--- config.mk ---
export PLATFORM = sky130hd
export DESIGN_NAME = dp_sequencer
export DESIGN_NICKNAME = d
export VERILOG_FILES = /design/src/rtl/dp_sequencer.sv
export SDC_FILE = /design/constraint.sdc
export NUM_CORES = 1
export LEC_CHECK = 0
export CORE_MARGIN = 1
export CORE_UTILIZATION = 37
export DETAILED_ROUTE_END_ITERATION = 10
export PLACE_DENSITY = 0.93
export SYNTH_ARGS = -nofsm -noshare
export SYNTH_HDL_FRONTEND = slang
export SYNTH_SLANG_ARGS = --single-unit
export TNS_END_PERCENT = 10
--- constraint.sdc ---
create_clock -name clock -period 3.9 [get_ports clock]
set_clock_uncertainty 0.15 [all_clocks]
set_input_delay 0.78 -clock clock [delete_from_list [all_inputs] [get_ports clock]]
set_output_delay 0.78 -clock clock [all_outputs]
set_load 0.02 [all_outputs]
--- src/rtl/dp_sequencer.sv ---
// Control sequencer for a register/ALU datapath: a Moore FSM (IDLE, T1..T4) that decodes bus strobes from state and latched instruction fields.
// Optional multiply/divide sequencing (opcodes 8/9, state T4) is enabled by defining DP_SEQ_MULDIV_EN.
module dp_sequencer (
    input  logic        clock,
    input  logic        clear,
    input  logic        start,
    input  logic [3:0]  opcode,
    input  logic [3:0]  ra,
    input  logic [3:0]  rb,
    input  logic [3:0]  rc,
    input  logic [31:0] imm,
    output logic        busy,
    output logic        done,
    output logic        error,
    output logic        reg_out_en,
    output logic [3:0]  reg_out_sel,
    output logic        reg_in_en,
    output logic [3:0]  reg_in_sel,
    output logic        y_in,
    output logic        z_in,
    output logic        zlo_out,
    output logic        zhi_out,
    output logic        imm_out,
    output logic        lo_in,
    output logic        hi_in,
    output logic [3:0]  alu_op
);

    localparam logic [3:0] OP_SHR = 4'd5;
    localparam logic [3:0] OP_LDI = 4'd6;
    localparam logic [3:0] OP_MOV = 4'd7;
`ifdef DP_SEQ_MULDIV_EN
    localparam logic [3:0] OP_MUL = 4'd8;
    localparam logic [3:0] OP_DIV = 4'd9;
`endif

    typedef enum logic [2:0] {
        S_IDLE,
        S_T1,
        S_T2,
`ifdef DP_SEQ_MULDIV_EN
        S_T3,
        S_T4
`else
        S_T3
`endif
    } state_e;

    state_e      state_q, state_d;
    logic [3:0]  op_q, op_d;
    logic [3:0]  ra_q, ra_d;
    logic [3:0]  rb_q, rb_d;
    logic [3:0]  rc_q, rc_d;
    logic [31:0] imm_q, imm_d;
    logic        two_operand;

`ifdef DP_SEQ_MULDIV_EN
    assign two_operand = (op_q <= OP_SHR) || (op_q == OP_MUL) || (op_q == OP_DIV);
`else
    assign two_operand = (op_q <= OP_SHR);
`endif

    // NOTE: sequential state uses non-blocking assignments so every register samples pre-edge values.
    always_ff @(posedge clock or posedge clear) begin
        if (clear) begin
            state_q <= S_IDLE;
            op_q    <= '0;
            ra_q    <= '0;
            rb_q    <= '0;
            rc_q    <= '0;
            imm_q   <= '0;
        end else begin
            state_q <= state_d;
            op_q    <= op_d;
            ra_q    <= ra_d;
            rb_q    <= rb_d;
            rc_q    <= rc_d;
            imm_q   <= imm_d;
        end
    end

    // Fields are captured only on the accepting edge, so later input changes cannot disturb a running op.
    always_comb begin
        op_d  = op_q;
        ra_d  = ra_q;
        rb_d  = rb_q;
        rc_d  = rc_q;
        imm_d = imm_q;
        if (state_q == S_IDLE && start) begin
            op_d  = opcode;
            ra_d  = ra;
            rb_d  = rb;
            rc_d  = rc;
            imm_d = imm;
        end
    end

    // NOTE: every output gets a default first so no path through the case infers a latch.
    always_comb begin
        state_d     = state_q;
        busy        = 1'b0;
        done        = 1'b0;
        error       = 1'b0;
        reg_out_en  = 1'b0;
        reg_out_sel = '0;
        reg_in_en   = 1'b0;
        reg_in_sel  = '0;
        y_in        = 1'b0;
        z_in        = 1'b0;
        zlo_out     = 1'b0;
        zhi_out     = 1'b0;
        imm_out     = 1'b0;
        alu_op      = '0;
`ifdef DP_SEQ_MULDIV_EN
        lo_in       = 1'b0;
        hi_in       = 1'b0;
`endif
        case (state_q)
            S_IDLE: if (start) state_d = S_T1;
            S_T1: begin
                busy = 1'b1;
                if (two_operand) begin
                    reg_out_en  = 1'b1;
                    reg_out_sel = rb_q;
                    y_in        = 1'b1;
                    state_d     = S_T2;
                end else if (op_q == OP_MOV) begin
                    reg_out_en  = 1'b1;
                    reg_out_sel = rb_q;
                    reg_in_en   = 1'b1;
                    reg_in_sel  = ra_q;
                    done        = 1'b1;
                    state_d     = S_IDLE;
                end else if (op_q == OP_LDI) begin
                    imm_out     = 1'b1;
                    reg_in_en   = 1'b1;
                    reg_in_sel  = ra_q;
                    done        = 1'b1;
                    state_d     = S_IDLE;
                end else begin
                    done        = 1'b1;
                    error       = 1'b1;
                    state_d     = S_IDLE;
                end
            end
            S_T2: begin
                busy        = 1'b1;
                reg_out_en  = 1'b1;
                reg_out_sel = rc_q;
                alu_op      = op_q;
                z_in        = 1'b1;
                state_d     = S_T3;
            end
            S_T3: begin
                busy    = 1'b1;
                zlo_out = 1'b1;
`ifdef DP_SEQ_MULDIV_EN
                if (op_q == OP_MUL || op_q == OP_DIV) begin
                    lo_in   = 1'b1;
                    state_d = S_T4;
                end else begin
                    reg_in_en  = 1'b1;
                    reg_in_sel = ra_q;
                    done       = 1'b1;
                    state_d    = S_IDLE;
                end
`else
                reg_in_en  = 1'b1;
                reg_in_sel = ra_q;
                done       = 1'b1;
                state_d    = S_IDLE;
`endif
            end
`ifdef DP_SEQ_MULDIV_EN
            S_T4: begin
                busy    = 1'b1;
                zhi_out = 1'b1;
                hi_in   = 1'b1;
                done    = 1'b1;
                state_d = S_IDLE;
            end
`endif
            default: state_d = S_IDLE;
        endcase
    end

`ifndef DP_SEQ_MULDIV_EN
    assign lo_in = 1'b0;
    assign hi_in = 1'b0;
`endif

endmodule

* Word level (Yosys, flattened, before mapping)
Index checks and enable logic that the tools add are counted.
** Word-level totals
- Register bits after elaboration :: 19
- Input port bits :: 51
- Output and inout bits :: 24
** Operators by class
- Order comparisons :: 1
- Equality and inequality tests :: 6
- Mux-type cells :: 32
- Reduce and logical (&&, ||, !) cells :: 3
** Operators by type and width (number)
- $mux 4 :: 6
- $mux 1 :: 18
- $pmux 4 s2 :: 2
- $pmux 3 s3 :: 1
- $eq 4x3->1 const B :: 2
- $eq 3x2->1 const B :: 2
- $pmux 1 s2 :: 3
- $le 4x3->1 const B :: 1
- $eq 3x1->1 const B :: 1
- $logic_not 3->1 :: 1
- $mux 3 :: 1
- $reduce_or 3->1 :: 1
- $mux 2 :: 1
- $ne 2x2->1 const B :: 1
- $logic_and 1x1->1 :: 1

* Longest topological paths before layout
- Depth after elaboration :: 5
- Depth in mapped cells :: 5
- Mapped depth without buffers :: 5

* Worst setup path before layout
Ideal clock, no wire load.
- Path type :: flip-flop to output port
- Start point :: register state_q[1]
- End point :: output port reg_in_sel[0]
- Arrival time :: 1.385 ns
- Data required time :: 2.970 ns
- Path slack :: 1.585 ns
- Cell stages (with the launch flop) :: 6
- Buffers on the path :: 0
- Cell sequence :: dfrtp_1 -> inv_1 -> ha_1 -> nor2b_2 -> a31oi_1 -> nor2b_1
** Between the ends
- Longest elaborated chain between the ends :: 2
- Elaborated cells between the ends (all ways) :: 3
- Those cells by class :: eq/ne: 2; mux: 1
** RTL lines
- start: declaration :: line 49 : state_e state_q, state_d;
- start signal: assignment :: line 73 : state_q <= state_d;
- $eq 3x2->1 / $eq 3x1->1 (equally long branches) :: line 118 : case (state_q)
- $pmux 4 s2 * :: line 118
- end: declaration :: line 18 : output logic [3:0] reg_in_sel,
Every way passes the cells marked *; elsewhere a longest branch is shown, timed or not.

* Worst setup path after layout
- Start point :: register state_q[1]
- End point :: output port reg_in_sel[3]
The elaborated chain is that of the path after synthesis.

==> results_dict.tcl <==
set metrics [dict create \
    post_synth.cell_area_avg_um2 12.82 \
    p_leak_nw 0.6708 \
    clk_root_buffer_cell "clkbuf_4" \
    period_share 0.8353 \
    p_total_mw 1.170 \
    ys_seq_area_frac 0.4337 \
    path_max_fanout 6 \
    grt_pass1_vias 773 \
    setup_tns_ps 0 \
    syn2layout_area_growth_pct 40.96 \
    drt.antenna.violating_nets 0 \
    ys_warn_count 0 \
    run_status "finished, final reports clean" \
    synthArstFlopShare 1.000 \
    critPathTopFamily "buffers and inverters" \
    std_cell_rows 18 \
    worstMarginPinSlew_ps 644.5 \
    fill_cells 239 \
    nets 179 \
    coreArea_um2 2567 \
    vias 754 \
    placed_area_um2 1428 \
    setup_viol 0 \
    place_congestion 0.7321 \
    multi_input_area_um2 530.5 \
    drt_iter0_drc 12 \
    crit_type "flip-flop to primary output" \
    max_freq_ghz 0.3070 \
    drive_above_1_share 0.1983 \
    ios 75 \
    layout_commonest_cell "clkdlybuf4s50_1" \
    cts_made_buffers 3 \
    max_stage_delay_ps 620 \
    finalCriticalPeriod_ps 3258 \
    rsz0062_at_grt "false" \
    cp-end-kind "primary output" \
    initial_utilization 0.4045 \
    hpwl_mm 1.639 \
    cellPowerDensity_nw_per_um2 799.0 \
    cts_setup_buffers 0 \
    dr.pass1.iters 4 \
    ff_latch_area_um2 450.4 \
    grt_overflow_total 0 \
    wl_mm 2.076 \
    crit_required_ps 2970 \
    fin_area_um2 1464 \
    drc 0 \
    die_area_um2 3023 \
    cts_tree "done" \
    htree_levels 1 \
    final_max_slew_viol_count 0 \
    clk_latency_ps 280 \
    fin_cells 151 \
    hold_class "flip-flop to flip-flop" \
    hold_buffers 0 \
    synthCells 81 \
    synth_flop_cell "dfrtp_1" \
    slew_headroom 0.5698 \
    die_x_um 54.98 \
    die_h_um 54.98 \
    cts_resized 0 \
    clk_pin_slew_ps 100 \
    peakVddDrop_v 0.0005120 \
    cts_num_sinks 18 \
    synth.distinct_cells 26 \
    grt_max_degree 19 \
    hold_viol 0 \
    cp_num_buf_inv 2 \
    ys_seq_elements 18 \
    antenna_found_initial 0 \
    viasPerCell 4.993 \
    io_buffers 39 \
    layout_common_cells "clkdlybuf4s50_1, dfrtp_1, mux2_4" \
    wl_per_cell_um 13.75 \
    track_usage 0.1526 \
    crit_slowest_cell "clkdlybuf4s50_1" \
    synth_edf_count 0 \
    post-place-cells 147 \
    cp-start-kind "flip-flop" \
    grt_pass1_wl_mm 3.263 \
    cp.arrival_ps 2330 \
    maxCapViolCount 0 \
    syn_area_um2 1038 \
    n_antenna_cell 0 \
    crit_chain "inv_1 -> ha_1 -> nor2b_2 -> a31oi_1 -> nor2b_1 -> clkdlybuf4s50_1" \
    clockBufferDepth 2 \
]
Yosys cell counts (2+ instances only):
cell type / n / area [um^2]
mux2_2: 6 / 67.56
nor2b_1: 4 / 25.02
mux2_4: 10 / 150.1
ha_1: 6 / 75.07
dfrtp_1: 18 / 450.4
buf_4: 3 / 22.52
a32o_1: 4 / 40.04
inv_1: 5 / 18.77
and2_1: 5 / 31.28
a21o_1: 2 / 15.01
a31oi_1: 3 / 18.77
layout make-up:
| class | instances | share of cell area |
|---|---|---|
| Clock buffer | 4 | 0.02479 |
| Inverter | 5 | 0.01282 |
| Multi-Input combinational cell | 55 | 0.3624 |
| Sequential cell | 18 | 0.3077 |
| Tap cell | 30 | 0.02564 |
| Timing Repair Buffer | 39 | 0.2667 |
metrics by stage:
stage                     utilization  hold WS [ps]  setup WS [ps]
after floorplan                     -         321.0           1585
after global placement         0.5560         331.8           1031
after detailed placement       0.5560         340.9          968.3
after CTS                      0.5702         366.8          637.3
after global routing           0.5702         380.7          483.6
final                          0.5702         361.9          642.4
worst paths after layout:
check / startpoint / endpoint / slack [ps] / cells after the start
max: state_q[1]$_DFFE_PP0P_ / reg_in_sel[3] / 640 / 6
min: ra_q[3]$_DFFE_PP0P_ / ra_q[3]$_DFFE_PP0P_ / 360 / 1
max reg2reg: state_q[0]$_DFFE_PP0P_ / rb_q[0]$_DFFE_PP0P_ / 2190 / 4
min reg2reg: ra_q[3]$_DFFE_PP0P_ / ra_q[3]$_DFFE_PP0P_ / 360 / 1
max in group asynchronous: clear / op_q[2]$_DFFE_PP0P_ / 2460 / 2
min in group asynchronous: clear / rc_q[1]$_DFFE_PP0P_ / 720 / 2
metal layers:
metal	vias to the layer above	wire, um	track usage	part of all wire
met5	-	0	0	0
met1	360	871	0.1761	0.42
li1	357	-	-	-
met2	35	1050	0.2831	0.51
met3	2	146	0.03279	0.070
met4	0	8	0.03750	0.0039
where the power goes:
part           leakage [nW]  internal, mW  switching (mW)
sequential            0.213         0.282          0.0766
clock                0.0210        0.0567          0.0542
combinational         0.437         0.379           0.320
flip-flops by register name, summed over array words and instances (netlist names):
signal   cells
rb_q         4
rc_q         4
op_q         4
ra_q         4
state_q      2
kinds of logic (layout without fill, tap and decap cells):
group | Yosys count | count (layout) | share of synthesized area
DFF | 18 | 18 | 0.4337
AOI/OAI and AO/OA | 12 | 12 | 0.1012
muxes | 17 | 17 | 0.2193
other | 1 | 3 | 0.003611
adders and majority gates | 6 | 6 | 0.07229
and+or+nand+nor | 17 | 17 | 0.1072
buffers and inverters | 10 | 48 | 0.06265
worst register-to-register path: cells and delay by family (launching register included):
kind | cells | cell delay (ps)
adders and majority gates | 1 | 280
and+or+nand+nor | 1 | 250
buffers and inverters | 1 | 110
DFF | 1 | 430
muxes | 1 | 380
(Power assumes the default switching activity.)
